File: src/rtl/alu_pkg.sv
// Shared definitions for the shared-ALU controller: opcode encodings,
// controller FSM states and the divide-by-zero result value.
package alu_pkg;

    localparam logic [3:0] OP_ADD   = 4'd0;
    localparam logic [3:0] OP_SUB   = 4'd1;
    localparam logic [3:0] OP_MUL   = 4'd2;
    localparam logic [3:0] OP_DIV   = 4'd3;
    localparam logic [3:0] OP_AND   = 4'd4;
    localparam logic [3:0] OP_OR    = 4'd5;
    localparam logic [3:0] OP_NOT_A = 4'd6;
    localparam logic [3:0] OP_NOT_B = 4'd7;
    localparam logic [3:0] OP_SQ_A  = 4'd8;
    localparam logic [3:0] OP_SQ_B  = 4'd9;
    localparam logic [3:0] OP_LT    = 4'd10;
    localparam logic [3:0] OP_EQ    = 4'd11;
    localparam logic [3:0] OP_GT    = 4'd12;

    typedef enum logic [1:0] {
        IDLE = 2'd0,
        EXEC = 2'd1,
        DIV  = 2'd2,
        RESP = 2'd3
    } state_t;

    localparam logic [15:0] DZ_RESULT = 16'h00FF;

endpackage

File: src/rtl/alu_share_ctrl_if.sv
// Request/response bundle between two ALU requesters, the response consumer
// and the shared-ALU controller.
interface alu_share_ctrl_if;

    // Every channel transfers on a rising edge where valid & ready are both
    // high; the source holds valid and payload stable until that edge.
    logic       req0_valid;
    logic       req0_ready;
    logic [3:0] req0_op;
    logic [7:0] req0_a;
    logic [7:0] req0_b;

    logic       req1_valid;
    logic       req1_ready;
    logic [3:0] req1_op;
    logic [7:0] req1_a;
    logic [7:0] req1_b;

    logic        rsp_valid;
    logic        rsp_ready;
    logic        rsp_id;
    logic [15:0] rsp_result;
    logic        rsp_dz;

    modport master (
        output req0_valid, req0_op, req0_a, req0_b,
        input  req0_ready,
        output req1_valid, req1_op, req1_a, req1_b,
        input  req1_ready,
        input  rsp_valid, rsp_id, rsp_result, rsp_dz,
        output rsp_ready
    );

    modport slave (
        input  req0_valid, req0_op, req0_a, req0_b,
        output req0_ready,
        input  req1_valid, req1_op, req1_a, req1_b,
        output req1_ready,
        output rsp_valid, rsp_id, rsp_result, rsp_dz,
        input  rsp_ready
    );

endinterface

File: src/rtl/alu_div8_seq.sv
// 8-bit restoring divider: loads on i_start, then produces one quotient bit
// per cycle MSB first; o_done/o_quotient are valid in the 8th iteration cycle.
module alu_div8_seq (
    input  logic       clk,
    input  logic       rst_n,
    input  logic       i_start,
    input  logic [7:0] i_dividend,
    input  logic [7:0] i_divisor,
    output logic       o_done,
    output logic [7:0] o_quotient
);

    logic       r_active;
    logic [2:0] r_cnt;
    logic [7:0] r_rem;
    logic [7:0] r_quot;
    logic [7:0] r_divisor;

    logic [8:0] w_trial;
    logic [8:0] w_sub;
    logic       w_bit;
    logic [7:0] w_rem_next;
    logic [7:0] w_quot_next;

    // 9-bit partial remainder; a set MSB already exceeds any 8-bit divisor,
    // otherwise the 9-bit difference sign tells whether subtraction fits.
    assign w_trial     = {r_rem, r_quot[7]};
    assign w_sub       = w_trial - {1'b0, r_divisor};
    assign w_bit       = w_trial[8] | ~w_sub[8];
    assign w_rem_next  = w_bit ? w_sub[7:0] : w_trial[7:0];
    assign w_quot_next = {r_quot[6:0], w_bit};

    assign o_done     = r_active && (r_cnt == 3'd7);
    assign o_quotient = w_quot_next;

    always_ff @(posedge clk or negedge rst_n) begin
        if (!rst_n) begin
            r_active  <= 1'b0;
            r_cnt     <= 3'd0;
            r_rem     <= 8'h00;
            r_quot    <= 8'h00;
            r_divisor <= 8'h00;
        end else if (i_start) begin
            r_active  <= 1'b1;
            r_cnt     <= 3'd0;
            r_rem     <= 8'h00;
            r_quot    <= i_dividend;
            r_divisor <= i_divisor;
        end else if (r_active) begin
            r_rem  <= w_rem_next;
            r_quot <= w_quot_next;
            r_cnt  <= r_cnt + 3'd1;
            if (r_cnt == 3'd7) begin
                r_active <= 1'b0;
            end
        end
    end

endmodule

File: src/rtl/alu_share_ctrl.sv
// Round-robin arbiter and sequencer sharing one 8-bit ALU between two
// requesters; results return on a single id-tagged response channel.
module alu_share_ctrl
    import alu_pkg::*;
(
    input  logic               clk,
    input  logic               rst_n,
    alu_share_ctrl_if.slave    bus,
    output logic               busy,
    output state_t             o_dbg_state
);

    state_t      r_state;
    state_t      w_state_next;
    logic        r_ptr;
    logic        r_id;
    logic [3:0]  r_op;
    logic [7:0]  r_a;
    logic [7:0]  r_b;
    logic [15:0] r_result;
    logic        r_dz;

    logic        w_idle;
    logic        w_any;
    logic        w_gnt_id;
    logic        w_accept;
    logic [3:0]  w_op;
    logic [7:0]  w_a;
    logic [7:0]  w_b;
    logic        w_is_div;
    logic        w_b_zero;
    logic        w_div_start;
    logic        w_div_done;
    logic [7:0]  w_quot;
    logic [15:0] w_alu;

    // Readies depend only on state, pointer and valids; rst_n gates them
    // so nothing is offered while reset is held.
    assign w_idle   = (r_state == IDLE) && rst_n;
    assign w_any    = bus.req0_valid | bus.req1_valid;
    assign w_gnt_id = (bus.req0_valid && bus.req1_valid) ? r_ptr : bus.req1_valid;
    assign w_accept = w_idle && w_any;

    assign bus.req0_ready = w_idle && bus.req0_valid && !w_gnt_id;
    assign bus.req1_ready = w_idle && bus.req1_valid &&  w_gnt_id;

    assign w_op        = w_gnt_id ? bus.req1_op : bus.req0_op;
    assign w_a         = w_gnt_id ? bus.req1_a  : bus.req0_a;
    assign w_b         = w_gnt_id ? bus.req1_b  : bus.req0_b;
    assign w_is_div    = (w_op == OP_DIV);
    assign w_b_zero    = (w_b == 8'h00);
    assign w_div_start = w_accept && w_is_div && !w_b_zero;

    alu_div8_seq u_div (
        .clk        (clk),
        .rst_n      (rst_n),
        .i_start    (w_div_start),
        .i_dividend (w_a),
        .i_divisor  (w_b),
        .o_done     (w_div_done),
        .o_quotient (w_quot)
    );

    always_comb begin
        w_alu = 16'h0000;
        case (r_op)
            OP_ADD:   w_alu = {8'h00, r_a} + {8'h00, r_b};
            OP_SUB:   w_alu = {8'h00, r_a} - {8'h00, r_b};
            OP_MUL:   w_alu = {8'h00, r_a} * {8'h00, r_b};
            OP_AND:   w_alu = {8'h00, r_a & r_b};
            OP_OR:    w_alu = {8'h00, r_a | r_b};
            OP_NOT_A: w_alu = ~{8'h00, r_a};
            OP_NOT_B: w_alu = ~{8'h00, r_b};
            OP_SQ_A:  w_alu = {8'h00, r_a} * {8'h00, r_a};
            OP_SQ_B:  w_alu = {8'h00, r_b} * {8'h00, r_b};
            OP_LT:    w_alu = (r_a <  r_b) ? 16'hFFFF : 16'h0000;
            OP_EQ:    w_alu = (r_a == r_b) ? 16'hFFFF : 16'h0000;
            OP_GT:    w_alu = (r_a >  r_b) ? 16'hFFFF : 16'h0000;
            default:  w_alu = 16'h0000;
        endcase
    end

    always_comb begin
        w_state_next = r_state;
        case (r_state)
            IDLE: begin
                if (w_accept) begin
                    if (!w_is_div)    w_state_next = EXEC;
                    else if (w_b_zero) w_state_next = RESP;
                    else              w_state_next = DIV;
                end
            end
            EXEC:    w_state_next = RESP;
            DIV:     if (w_div_done) w_state_next = RESP;
            RESP:    if (bus.rsp_ready) w_state_next = IDLE;
            default: w_state_next = IDLE;
        endcase
    end

    always_ff @(posedge clk or negedge rst_n) begin
        if (!rst_n) begin
            r_state <= IDLE;
        end else begin
            r_state <= w_state_next;
        end
    end

    always_ff @(posedge clk or negedge rst_n) begin
        if (!rst_n) begin
            r_ptr    <= 1'b0;
            r_id     <= 1'b0;
            r_op     <= 4'h0;
            r_a      <= 8'h00;
            r_b      <= 8'h00;
            r_result <= 16'h0000;
            r_dz     <= 1'b0;
        end else begin
            if (w_accept) begin
                r_ptr <= ~w_gnt_id;
                r_id  <= w_gnt_id;
                r_op  <= w_op;
                r_a   <= w_a;
                r_b   <= w_b;
                if (w_is_div && w_b_zero) begin
                    r_result <= DZ_RESULT;
                    r_dz     <= 1'b1;
                end
            end
            if (r_state == EXEC) begin
                r_result <= w_alu;
                r_dz     <= 1'b0;
            end
            if ((r_state == DIV) && w_div_done) begin
                r_result <= {8'h00, w_quot};
                r_dz     <= 1'b0;
            end
        end
    end

    assign bus.rsp_valid  = (r_state == RESP);
    assign bus.rsp_id     = r_id;
    assign bus.rsp_result = r_result;
    assign bus.rsp_dz     = r_dz;
    assign busy           = (r_state != IDLE);
    assign o_dbg_state    = r_state;

endmodule

File: src/flat_wrapper.sv
// flat-port wrapper written by rule: the top's interface ports become plain ports
module alu_share_ctrl_flat import alu_pkg::*;
  (clk, rst_n, busy, o_dbg_state, bus_req0_valid, bus_req0_op, bus_req0_a, bus_req0_b, bus_req0_ready, bus_req1_valid, bus_req1_op, bus_req1_a, bus_req1_b, bus_req1_ready, bus_rsp_valid, bus_rsp_id, bus_rsp_result, bus_rsp_dz, bus_rsp_ready);
  alu_share_ctrl_if bus_i ();
  input  logic clk;
  input  logic rst_n;
  output logic busy;
  output state_t o_dbg_state;
  input wire logic [$bits(bus_i.req0_valid)-1:0] bus_req0_valid;
  input wire logic [$bits(bus_i.req0_op)-1:0] bus_req0_op;
  input wire logic [$bits(bus_i.req0_a)-1:0] bus_req0_a;
  input wire logic [$bits(bus_i.req0_b)-1:0] bus_req0_b;
  output wire logic [$bits(bus_i.req0_ready)-1:0] bus_req0_ready;
  input wire logic [$bits(bus_i.req1_valid)-1:0] bus_req1_valid;
  input wire logic [$bits(bus_i.req1_op)-1:0] bus_req1_op;
  input wire logic [$bits(bus_i.req1_a)-1:0] bus_req1_a;
  input wire logic [$bits(bus_i.req1_b)-1:0] bus_req1_b;
  output wire logic [$bits(bus_i.req1_ready)-1:0] bus_req1_ready;
  output wire logic [$bits(bus_i.rsp_valid)-1:0] bus_rsp_valid;
  output wire logic [$bits(bus_i.rsp_id)-1:0] bus_rsp_id;
  output wire logic [$bits(bus_i.rsp_result)-1:0] bus_rsp_result;
  output wire logic [$bits(bus_i.rsp_dz)-1:0] bus_rsp_dz;
  input wire logic [$bits(bus_i.rsp_ready)-1:0] bus_rsp_ready;
  assign bus_i.req0_valid = bus_req0_valid;
  assign bus_i.req0_op = bus_req0_op;
  assign bus_i.req0_a = bus_req0_a;
  assign bus_i.req0_b = bus_req0_b;
  assign bus_req0_ready = bus_i.req0_ready;
  assign bus_i.req1_valid = bus_req1_valid;
  assign bus_i.req1_op = bus_req1_op;
  assign bus_i.req1_a = bus_req1_a;
  assign bus_i.req1_b = bus_req1_b;
  assign bus_req1_ready = bus_i.req1_ready;
  assign bus_rsp_valid = bus_i.rsp_valid;
  assign bus_rsp_id = bus_i.rsp_id;
  assign bus_rsp_result = bus_i.rsp_result;
  assign bus_rsp_dz = bus_i.rsp_dz;
  assign bus_i.rsp_ready = bus_rsp_ready;
  alu_share_ctrl u_core (.clk(clk), .rst_n(rst_n), .bus(bus_i), .busy(busy), .o_dbg_state(o_dbg_state));
endmodule
File: config.mk
export PLATFORM = sky130hd
export DESIGN_NAME = alu_share_ctrl_flat
export DESIGN_NICKNAME = d
export VERILOG_FILES = /design/src/rtl/alu_pkg.sv /design/src/rtl/alu_share_ctrl_if.sv /design/src/rtl/alu_div8_seq.sv /design/src/rtl/alu_share_ctrl.sv /design/src/flat_wrapper.sv
export SDC_FILE = /design/constraint.sdc
export NUM_CORES = 1
export LEC_CHECK = 0
export ABC_AREA = 0
export CAP_MARGIN = 20
export CORE_MARGIN = 3
export CORE_UTILIZATION = 41
export DETAILED_ROUTE_END_ITERATION = 16
export PLACE_DENSITY = 0.57
export SYNTH_ARGS = -nofsm -noshare
export SYNTH_HDL_FRONTEND = slang
export SYNTH_SLANG_ARGS = --single-unit
File: constraint.sdc
create_clock -name clk -period 13.2 [get_ports clk]
set_clock_uncertainty 0.05 [all_clocks]
set_input_delay 1.32 -clock clk [delete_from_list [all_inputs] [get_ports clk]]
set_output_delay 1.32 -clock clk [all_outputs]
set_load 0.05 [all_outputs]
# After elaboration in Yosys (flattened, before gate mapping)

Cells that the tools add are included.

Bits in registers: 69
Input bits: 45
Word-level logic and storage cells: 105

Add/sub/neg operators: 4
Multiply operators: 3
Magnitude comparators: 2
Equal/unequal tests: 20
Muxes and demuxes: 32
Bitwise gates (word level): 8
Reduce and logical (&&, ||, !) cells: 23

Operators by type and width:

| cell               | number |
|---|---|
| $pmux 16 s12       | 1 |
| $mux 16            | 7 |
| $mux 8             | 7 |
| $mul 8x8->16       | 3 |
| $not 8->16         | 2 |
| $eq 4x4->1 const B | 5 |
| $eq 4x3->1 const B | 4 |
| $logic_and 1x1->1  | 12 |
| $add 8x8->9        | 1 |
| $mux 1             | 9 |
| $sub 8x8->9        | 1 |
| $sub 9x8->9        | 1 |
| $and 8x8->8        | 1 |
| $eq 4x2->1 const B | 2 |
| $eq 8x8->1         | 1 |
| $gt 8x8->1         | 1 |
| $logic_not 8->1    | 1 |
| $lt 8x8->1         | 1 |
| $mux 2             | 4 |
| $or 8x8->8         | 1 |
| $pmux 2 s4         | 1 |
| $mux 3             | 2 |
| $ne 2x1->1 const B | 3 |
| $reduce_bool 3->1  | 2 |
| 14 further kinds   | 19 |

# Longest topological paths before layout

Gate-level depths: netlist of run 1.

Depth in word-level cells: 9
Gate-level depth with buffers: 21

# Cells and area by module

From an unflattened synthesis of run 1, not the netlist that was laid out.

Cell total of the unflattened synthesis: 1253
Area, all modules: 10412.5 sq um

By module, submodules not included:

| module         | times used | cells each | area an instance (sq um) | sequential area each (sq um) |
|---|---|---|---|---|
| alu_share_ctrl | 1          | 1076       | 8779.7                   | 1026.0 |
| alu_div8_seq   | 1          | 177        | 1632.8                   | 700.7 |

# Worst setup path after synthesis of run 1

Ideal clock, no wire load.

Path kind: reg2reg
From: register u_core.r_a[5]
To: register u_core.r_result[15], in the netlist u_core.bus.rsp_result[15]
Setup time: 0.121 ns
Arrival: 4.910 ns
Path slack: 8.119 ns
Stages on the path, launching flop included: 21
Buffers on the path: 1
Clock period less this slack: 5.081 ns
Cell sequence: dfrtp_1 inv_1 clkbuf_1 nor2_1 fa_1 inv_1 fa_1 inv_1 fa_1 inv_1 fa_1 inv_1 ha_1 o21a_1 a2111oi_4 o31ai_2 o41ai_4 xnor2_1 a22oi_2 o211ai_1 a22o_1

Cells in the longest elaborated chain, start to end: 5
Elaborated cells between the ends (all ways): 12

RTL lines:

| element                                              | RTL line              | text |
|---|---|---|
| start, declared                                      | alu_share_ctrl.sv:18  | `logic [7:0] r_a;` |
| start signal, assigned                               | alu_share_ctrl.sv:122 | `r_a <= w_a;` |
| branches (longest 2 deep; another with $mul 8x8->16) | -                     |  |
| $pmux 16 s12 *                                       | alu_share_ctrl.sv:66  | `case (r_op)` |
| $mux 16 *                                            | alu_share_ctrl.sv:129 | `if (r_state == EXEC) begin` |
| $mux 16 *                                            | alu_share_ctrl.sv:133 | `if ((r_state == DIV) && w_div_done) begin` |
| end signal, assigned                                 | alu_share_ctrl.sv:130 | `r_result <= w_alu;` |
| end signal, assigned                                 | alu_share_ctrl.sv:134 | `r_result <= {8'h00, w_quot};` |
| end, declared                                        | alu_share_ctrl.sv:20  | `logic [15:0] r_result;` |

Mark *: on every way between the ends.
A chain may end at the register's enable or synchronous reset.

# Final worst setup path of run 1

From: register u_core.r_a[4]
To: register u_core.r_result[15], in the netlist u_core.bus.rsp_result[15]

Same word-level chain as after synthesis.

==> metrics.md, run 1 <==
| Metric | Value |
|---|---|
| Initial antenna violation count | `0` |
| Worst slew pin tran | `approximately 1100 ps` |
| Hold Crit Class | `flop to flop` |
| Synth cell count leaders | `inv_1, nor2_1, ha_1` |
| Die Y | `163 um` |
| Area growth, synth to finish | `12.8%` |
| Worst Slack Setup Final | `about 7600 ps` |
| Critical Path End Type | `flop` |
| Crit path arrival time | `5780 ps` |
| Vias per cell | `5.47` |
| RSZ-0062 raised after global routing | `false` |
| Core box area | `approximately 24000 um2` |
| Worst-Skew Late Latency | `340 ps` |
| Final Cycle Share | `between 40% and 50%` |
| Cell Area, Placed | `around 11000 um2` |
| Clock Path Buffers | `2` |
| Worst relative slew slack | `27.0%` |
| Die ar. | `around 27000 um2` |
| Status | `complete, no violations` |
| Max-slew violation total from the final report | `0` |
| Post-synth EDFFs | `0` |
| Initial Util | `a little over two fifths` |
| Setup TNS | `0 ps` |
| Share of post-route cells with drive strength above 1 | `4.13%` |
| Worst setup SP type | `flop` |
| Vias in the first global route | `between 8000 and 9000` |
| Maxcap violations | `0` |
| Post-synthesis xor/xnor area fraction | `under 10%` |
| Layout Nets | `approximately 1500` |
| Post-Place Worst Slack | `7640 ps` |
| Num CTS Buffers | `9` |
| Post_cts resized | `0` |
| Seq/Total Area, Yosys | `roughly 17%` |
| Synthesized instance count | `about 1200` |
| Simple logic cell fraction of the synthesized area | `between 10% and 20%` |
| Unique masters post-synth | `just over 70` |
| Post-CTS Hold Fix Bufs | `0` |
| WS Path Type | `flop to flop` |
| Yosys reg bits | `69` |
| Final setup fails | `0` |
| Detailed-route via count | `~8600` |
| Antenna viol nets, final | `0` |
| Area contributors post-synth | `fa_1, dfrtp_1, ha_1` |
| Average wire per standard cell | `~19 um` |
| Avg Cell Area, Syn | `approximately 8.3 um2` |
| CTS HTree Levels | `3` |
| Largest family of logic cells by synthesized area | `adder cells` |
| Synth Area in Compound Gates | `17.3%` |
| Fmax achieved | `178 MHz` |
| Top FF cell, synth | `dfrtp_1` |
| First-pass GRT wire length | `47500 um` |
| CTS tree | `yes` |
| Required time of the critical path | `roughly 13000 ps` |
| # rows | `56` |
| I/O pin total | `between 60 and 70` |
| Mapped Area | `between 10000 and 15000 um2` |
| Drt total wl | `29700 um` |
| Ant. Diodes | `0` |
| Top-area cell type share of the netlist area | `17.6%` |
| Clock root cell | `clkbuf_16` |
| Asr flop ratio synth | `100%` |
| Total track usage | `22.9%` |
| Post-Synth Adder-Cell Area | `between 30% and 40%` |
| GP Congestion | `0.919` |
| Drt first-iter violations | `521` |
| Count leader, synth | `inv_1` |
| Largest net degree at the start of global routing | `70` |
| Final hold violation count | `0` |
| Pre-Repair DR Iteration Count | `6` |
| Proportion of synthesized area in mux cells | `about 3.8%` |
| Syn. warnings | `0` |
| Clk sinks | `69` |
| Final Instance Area | `around 11000 um2` |
| Largest fanout on the critical path | `14` |
| Die W | `163 um` |
| # Post-CTS Setup Buffers | `0` |
| Port bufs | `slightly below 70` |
| Clk slew on worst S/H paths | `70 ps` |
| WHS | `450 ps` |
| Remaining Overflow, GRT | `0` |
| Area leader, netlist | `fa_1` |
| DRC violation count after routing | `0` |
| Synth Net Count | `1481` |
| Tmin final | `around 5600 ps` |
| Detailed placer's ending HPWL | `~24000 um` |
[worst max-delay path, cell delays in order (launching register included)]
cell,delay [ps]
dfrtp_1,550
inv_1,550
nor2_1,130
fa_1,520
inv_1,60
fa_1,530
inv_1,50
fa_1,470
inv_1,50
fa_1,470
inv_1,40
ha_1,320
o21a_1,180
a2111oi_4,440
o31ai_2,180
o41ai_4,230
xnor2_1,170
a22oi_2,140
o211ai_1,110
a22o_1,230
[per-layer routing]
metal	up-vias	global-route usage [%]	share of wire, %
met1	4158	31.2	46
met3	45	4.57	6.0
met5	-	0	0
met2	259	36.6	45
li1	4171	-	-
met4	0	7.57	2.7
[through the flow]
step | util, % | instances
finish | 47.8 | 1579
global route | 47.8 | 1579
CTS | 47.8 | 1579
detailed placement | 46.5 | 1563
global placement | 46.5 | 1562
floorplan | - | 1213
[cell families (layout without fill, tap and decap cells)]
logic type	count (synthesis)	in the layout
adder cells (fa/ha/maj)	223	223
AND/OR/NAND/NOR	356	356
flip-flops	69	69
XOR/XNOR	43	43
buffers and inverters	230	277
multiplexers	36	36
AO/OA/AOI/OAI	254	254
other	2	2
[final cells by class]
cell class,count,area [um2]
Clock buffer,10,239
Clock inverter,6,68.8
Fill cell,2369,12500
Inverter,183,687
Multi-Input combinational cell,914,7540
Sequential cell,69,1730
Tap cell,319,399
Timing Repair Buffer,78,751
[registers in the layout, indices dropped and copies added (netlist names)]
register / cells
u_core.bus.rsp_result: 16
u_core.r_a: 8
u_core.r_b: 8
u_core.u_div.r_divisor: 8
u_core.u_div.r_quot: 8
u_core.u_div.r_rem: 8
u_core.r_op: 4
u_core.u_div.r_cnt: 3
u_core.o_dbg_state: 2
u_core.bus.rsp_dz: 1
u_core.bus.rsp_id: 1
u_core.r_ptr: 1
u_core.u_div.r_active: 1
[placed cells by master, fill, tap and decap left out, types with 9 or more instances in the layout]
cell             count
o21ai_0             52
a21oi_1             58
xor2_1              11
buf_4               10
nand3_1             18
nor2b_1             16
mux2i_1             33
a211oi_1            24
ha_1               134
fa_1                89
clkdlybuf4s50_1     67
xnor2_1             32
nor2_1             161
clkbuf_16            9
o22ai_1             11
o211ai_1             9
nor3_1              26
inv_1              182
nand2_1             94
dfrtp_1             69
[worst paths after layout]
| kind | start | to | slack (ps) | depth (start not counted) |
|---|---|---|---|---|
| setup / recovery | u_core.r_a[4] | u_core.bus.rsp_result[15] | 7590 | 19 |
| hold / removal | u_core.bus.rsp_result[8] | u_core.bus.rsp_result[8] | 450 | 2 |
| setup reg to reg | u_core.r_a[4] | u_core.bus.rsp_result[15] | 7590 | 19 |
| hold reg to reg | u_core.bus.rsp_result[8] | u_core.bus.rsp_result[8] | 450 | 2 |
| max in group asynchronous | rst_n | u_core.bus.rsp_result[13] | 11290 | 2 |
| min in group asynchronous | rst_n | u_core.r_ptr | 1170 | 2 |
Power of run 1 is left out: the tool's default activity adds up to more than one toggle a clock period on the data nets, which glitch-free logic cannot reach.
==> inputs of run 2 (changes only) <==
PLACE_DENSITY = 0.59   (was 0.57)
clock period = 4.8 ns   (was 13.2 ns; I/O delays follow)
==> run 2 against run 1 <==
Compared with the run above:
- global-route usage grew 0.96 points
- largest cell class unchanged
- non-clock buffer count increased by 104
- via count is 5.2% higher
- sequential share of layout area shrank 1.2 points
- flip-flop and latch count did not move
- die area unchanged
- critical path depth did not move
- register-to-register slack got worse by 7500 ps
- highest routed layer unchanged
- first-iteration DRC count grew 23%
- count of clock-buffer cells in the layout is the same
==> metrics.md, run 2 (same netlist as run 1, synthesis figures left out) <==
| Metric | Value |
|---|---|
| Commonest non-fill, non-tap cell in the layout | `inv_1 (unchanged)` |
| WS Path Type | `flop to flop (unchanged)` |
| Clk slew on worst S/H paths | `70 ps (about the same)` |
| Final setup fails | `0 (unchanged)` |
| Critical R2R Capture | `u_core.bus.rsp_result[15] (unchanged)` |
| Largest net degree at the start of global routing | `44 (was 70)` |
| Max-slew violation total from the final report | `0 (unchanged)` |
| Vias in the first global route | `9078 (was 8780)` |
| Most used cell, CP | `fa_1 (was inv_1)` |
| # rows | `56 (unchanged)` |
| Remaining Overflow, GRT | `0 (unchanged)` |
| Die ar. | `26600 um2 (unchanged)` |
| Port bufs | `68 (unchanged)` |
| R2R cell count | `19 (unchanged)` |
| Worst slew pin tran | `892 ps (was 1090 ps)` |
| Reg2reg setup slack | `70 ps (was 7590 ps)` |
| Die W | `163 um (unchanged)` |
| CP max stage delay | `560 ps (was 550 ps)` |
| CP max-delay cell | `fa_1 (was dfrtp_1)` |
| Maxcap violations | `0 (unchanged)` |
| RSZ-0062 raised after global routing | `true (was false)` |
| Share of post-route cells with drive strength above 1 | `14.5% (was 4.13%)` |
| Drt first-iter violations | `643 (was 521)` |
| Worst-path cell chain | `inv_2 -> nor2_1 -> buf_4 -> fa_1 -> fa_1 -> inv_2 -> fa_1 -> fa_1 -> inv_2 -> ha_4 -> or2_4 -> a21oi_4 -> a211oi_2 -> o31ai_1 -> buf_4 -> xor2_2 -> a22oi_2 -> o211ai_1 -> a22o_1 (was inv_1 -> nor2_1 -> fa_1 -> inv_1 -> fa_1 -> inv_1 -> fa_1 -> inv_1 -> fa_1 -> inv_1 -> ha_1 -> o21a_1 -> a2111oi_4 -> o31ai_2 -> o41ai_4 -> xnor2_1 -> a22oi_2 -> o211ai_1 -> a22o_1)` |
| Critical Path End | `u_core.bus.rsp_result[15] (unchanged)` |
| Status | `complete, no violations (unchanged)` |
| Hold Crit Class | `input pin to asynchronous set/reset pin (was flop to flop)` |
| CTS HTree Levels | `3 (unchanged)` |
| Die Y | `163 um (unchanged)` |
| Total track usage | `23.8% (was 22.9%)` |
| First-pass GRT wire length | `49300 um (was 47500 um)` |
| WHS | `68.5 ps (was 450 ps)` |
| Core box area | `23900 um2 (unchanged)` |
| Post-Place Cells | `1665 (was 1563)` |
| Detailed placer's ending HPWL | `25100 um (was 23600 um)` |
| Layout Nets | `1627 (was 1523)` |
| Required time of the critical path | `4990 ps (was 13380 ps)` |
| GP Congestion | `0.940 (was 0.919)` |
| Critical Path Start | `u_core.r_a[5] (was u_core.r_a[4])` |
| Ant. Diodes | `0 (unchanged)` |
| I/O pin total | `69 (unchanged)` |
| Commonest cells after routing, fill and taps aside | `inv_1, nor2_1, ha_1, buf_4, nand2_1 (was inv_1, nor2_1, ha_1, nand2_1, fa_1)` |
| Worst relative slew slack | `40.1% (was 27.0%)` |
| Pre-Repair DR Iteration Count | `5 (was 6)` |
| Final cell count without fillers | `1683 (was 1579)` |
| Critical Path End Type | `flop (unchanged)` |
| FF-to-FF Start | `u_core.r_a[5] (was u_core.r_a[4])` |
| Crit path arrival time | `4910 ps (was 5780 ps)` |
| Initial Util | `42.3% (unchanged)` |
| Post-CTS Hold Fix Bufs | `0 (unchanged)` |
| Largest fanout on the critical path | `3 (was 14)` |
| Final Cycle Share | `98.5% (was 42.5%)` |
| Initial antenna violation count | `0 (unchanged)` |
| Worst-Skew Late Latency | `350 ps (was 340 ps)` |
| Worst setup SP type | `flop (unchanged)` |
| Clock Path Buffers | `2 (unchanged)` |
| Final hold violation count | `0 (unchanged)` |
| Max reg flops | `16 (unchanged)` |
| Area growth, synth to finish | `22.3% (was 12.8%)` |
| Vias per cell | `5.39 (was 5.47)` |
| Setup TNS | `0 ps (unchanged)` |
| Detailed-route via count | `9078 (was 8633)` |
| Fmax achieved | `212 MHz (was 178 MHz)` |
| Clock root cell | `clkbuf_16 (unchanged)` |
| Average wire per standard cell | `18.4 um (was 18.8 um)` |
| Num CTS Buffers | `9 (unchanged)` |
| Fillers | `2274 (was 2369)` |
| CTS tree | `yes (unchanged)` |
| Tmin final | `4730 ps (was 5610 ps)` |
| Clk sinks | `69 (unchanged)` |
| Drt total wl | `30900 um (was 29700 um)` |
| Antenna viol nets, final | `0 (unchanged)` |
| DRC violation count after routing | `0 (unchanged)` |
-- run 2: changes by cell type in the layout (fill, tap and decap cells not counted), sizes merged --
cell      delta
buf        +104
bufinv       -1
clkinvlp     +1
-- run 2: critical path: cells and delay by family, from the launching register on --
family | cells | cell delay (ps)
buffers and inverters | 5 | 480
AND/OR/NAND/NOR | 2 | 330
flip-flops | 1 | 400
AO/OA/AOI/OAI | 6 | 990
XOR/XNOR | 1 | 80
adder cells (fa/ha/maj) | 5 | 2290
-- run 2: stage by stage --
step | area (um2) | setup slack, ps | utilization, %
after global placement | 11900 | -61.1 | 49.7
final | 12400 | 74.3 | 51.8
after CTS | 12200 | 0.711 | 51.0
after detailed placement | 11900 | -124 | 49.7
after floorplan | 10200 | 0.638 | -
after global routing | 12400 | -95.2 | 51.8
-- run 2: timing repair --
action                     CTS  global route
setup buffers                0             2
resized for setup            9            40
setup endpoints to repair    2             8
pin swaps                    7            21
-- run 2: worst min path at each step --
stage	startpoint	endpoint	slack (ps)
finish	rst_n	u_core.r_b[6]	70
global route	rst_n	u_core.u_div.r_divisor[3]	100
CTS	rst_n	u_core.u_div.r_divisor[1]	80
detailed placement	rst_n	u_core.r_op[0]	450
global placement	rst_n	u_core.u_div.r_active	450
floorplan	rst_n	u_core.bus.rsp_dz	130
-- run 2: cell type report --
cell class / instances / area (um2) / area share (%)
clock buffers: 10 / 229 / 1.85
well taps: 319 / 399 / 3.22
flip-flops and latches: 69 / 1730 / 14.0
clock inverters: 6 / 46.3 / 0.374
repair buffers: 182 / 1540 / 12.5
inverters: 183 / 687 / 5.55
multi-input cells: 914 / 7750 / 62.6
-- run 2: routing by layer --
layer	vias up	global-route usage, %	wire, um
met4	0	7.15	826
met5	-	0	0
met2	298	38.6	14400
met1	4369	32.7	13900
li1	4365	-	-
met3	46	4.18	1850
Power of run 2 is left out for the same reason.
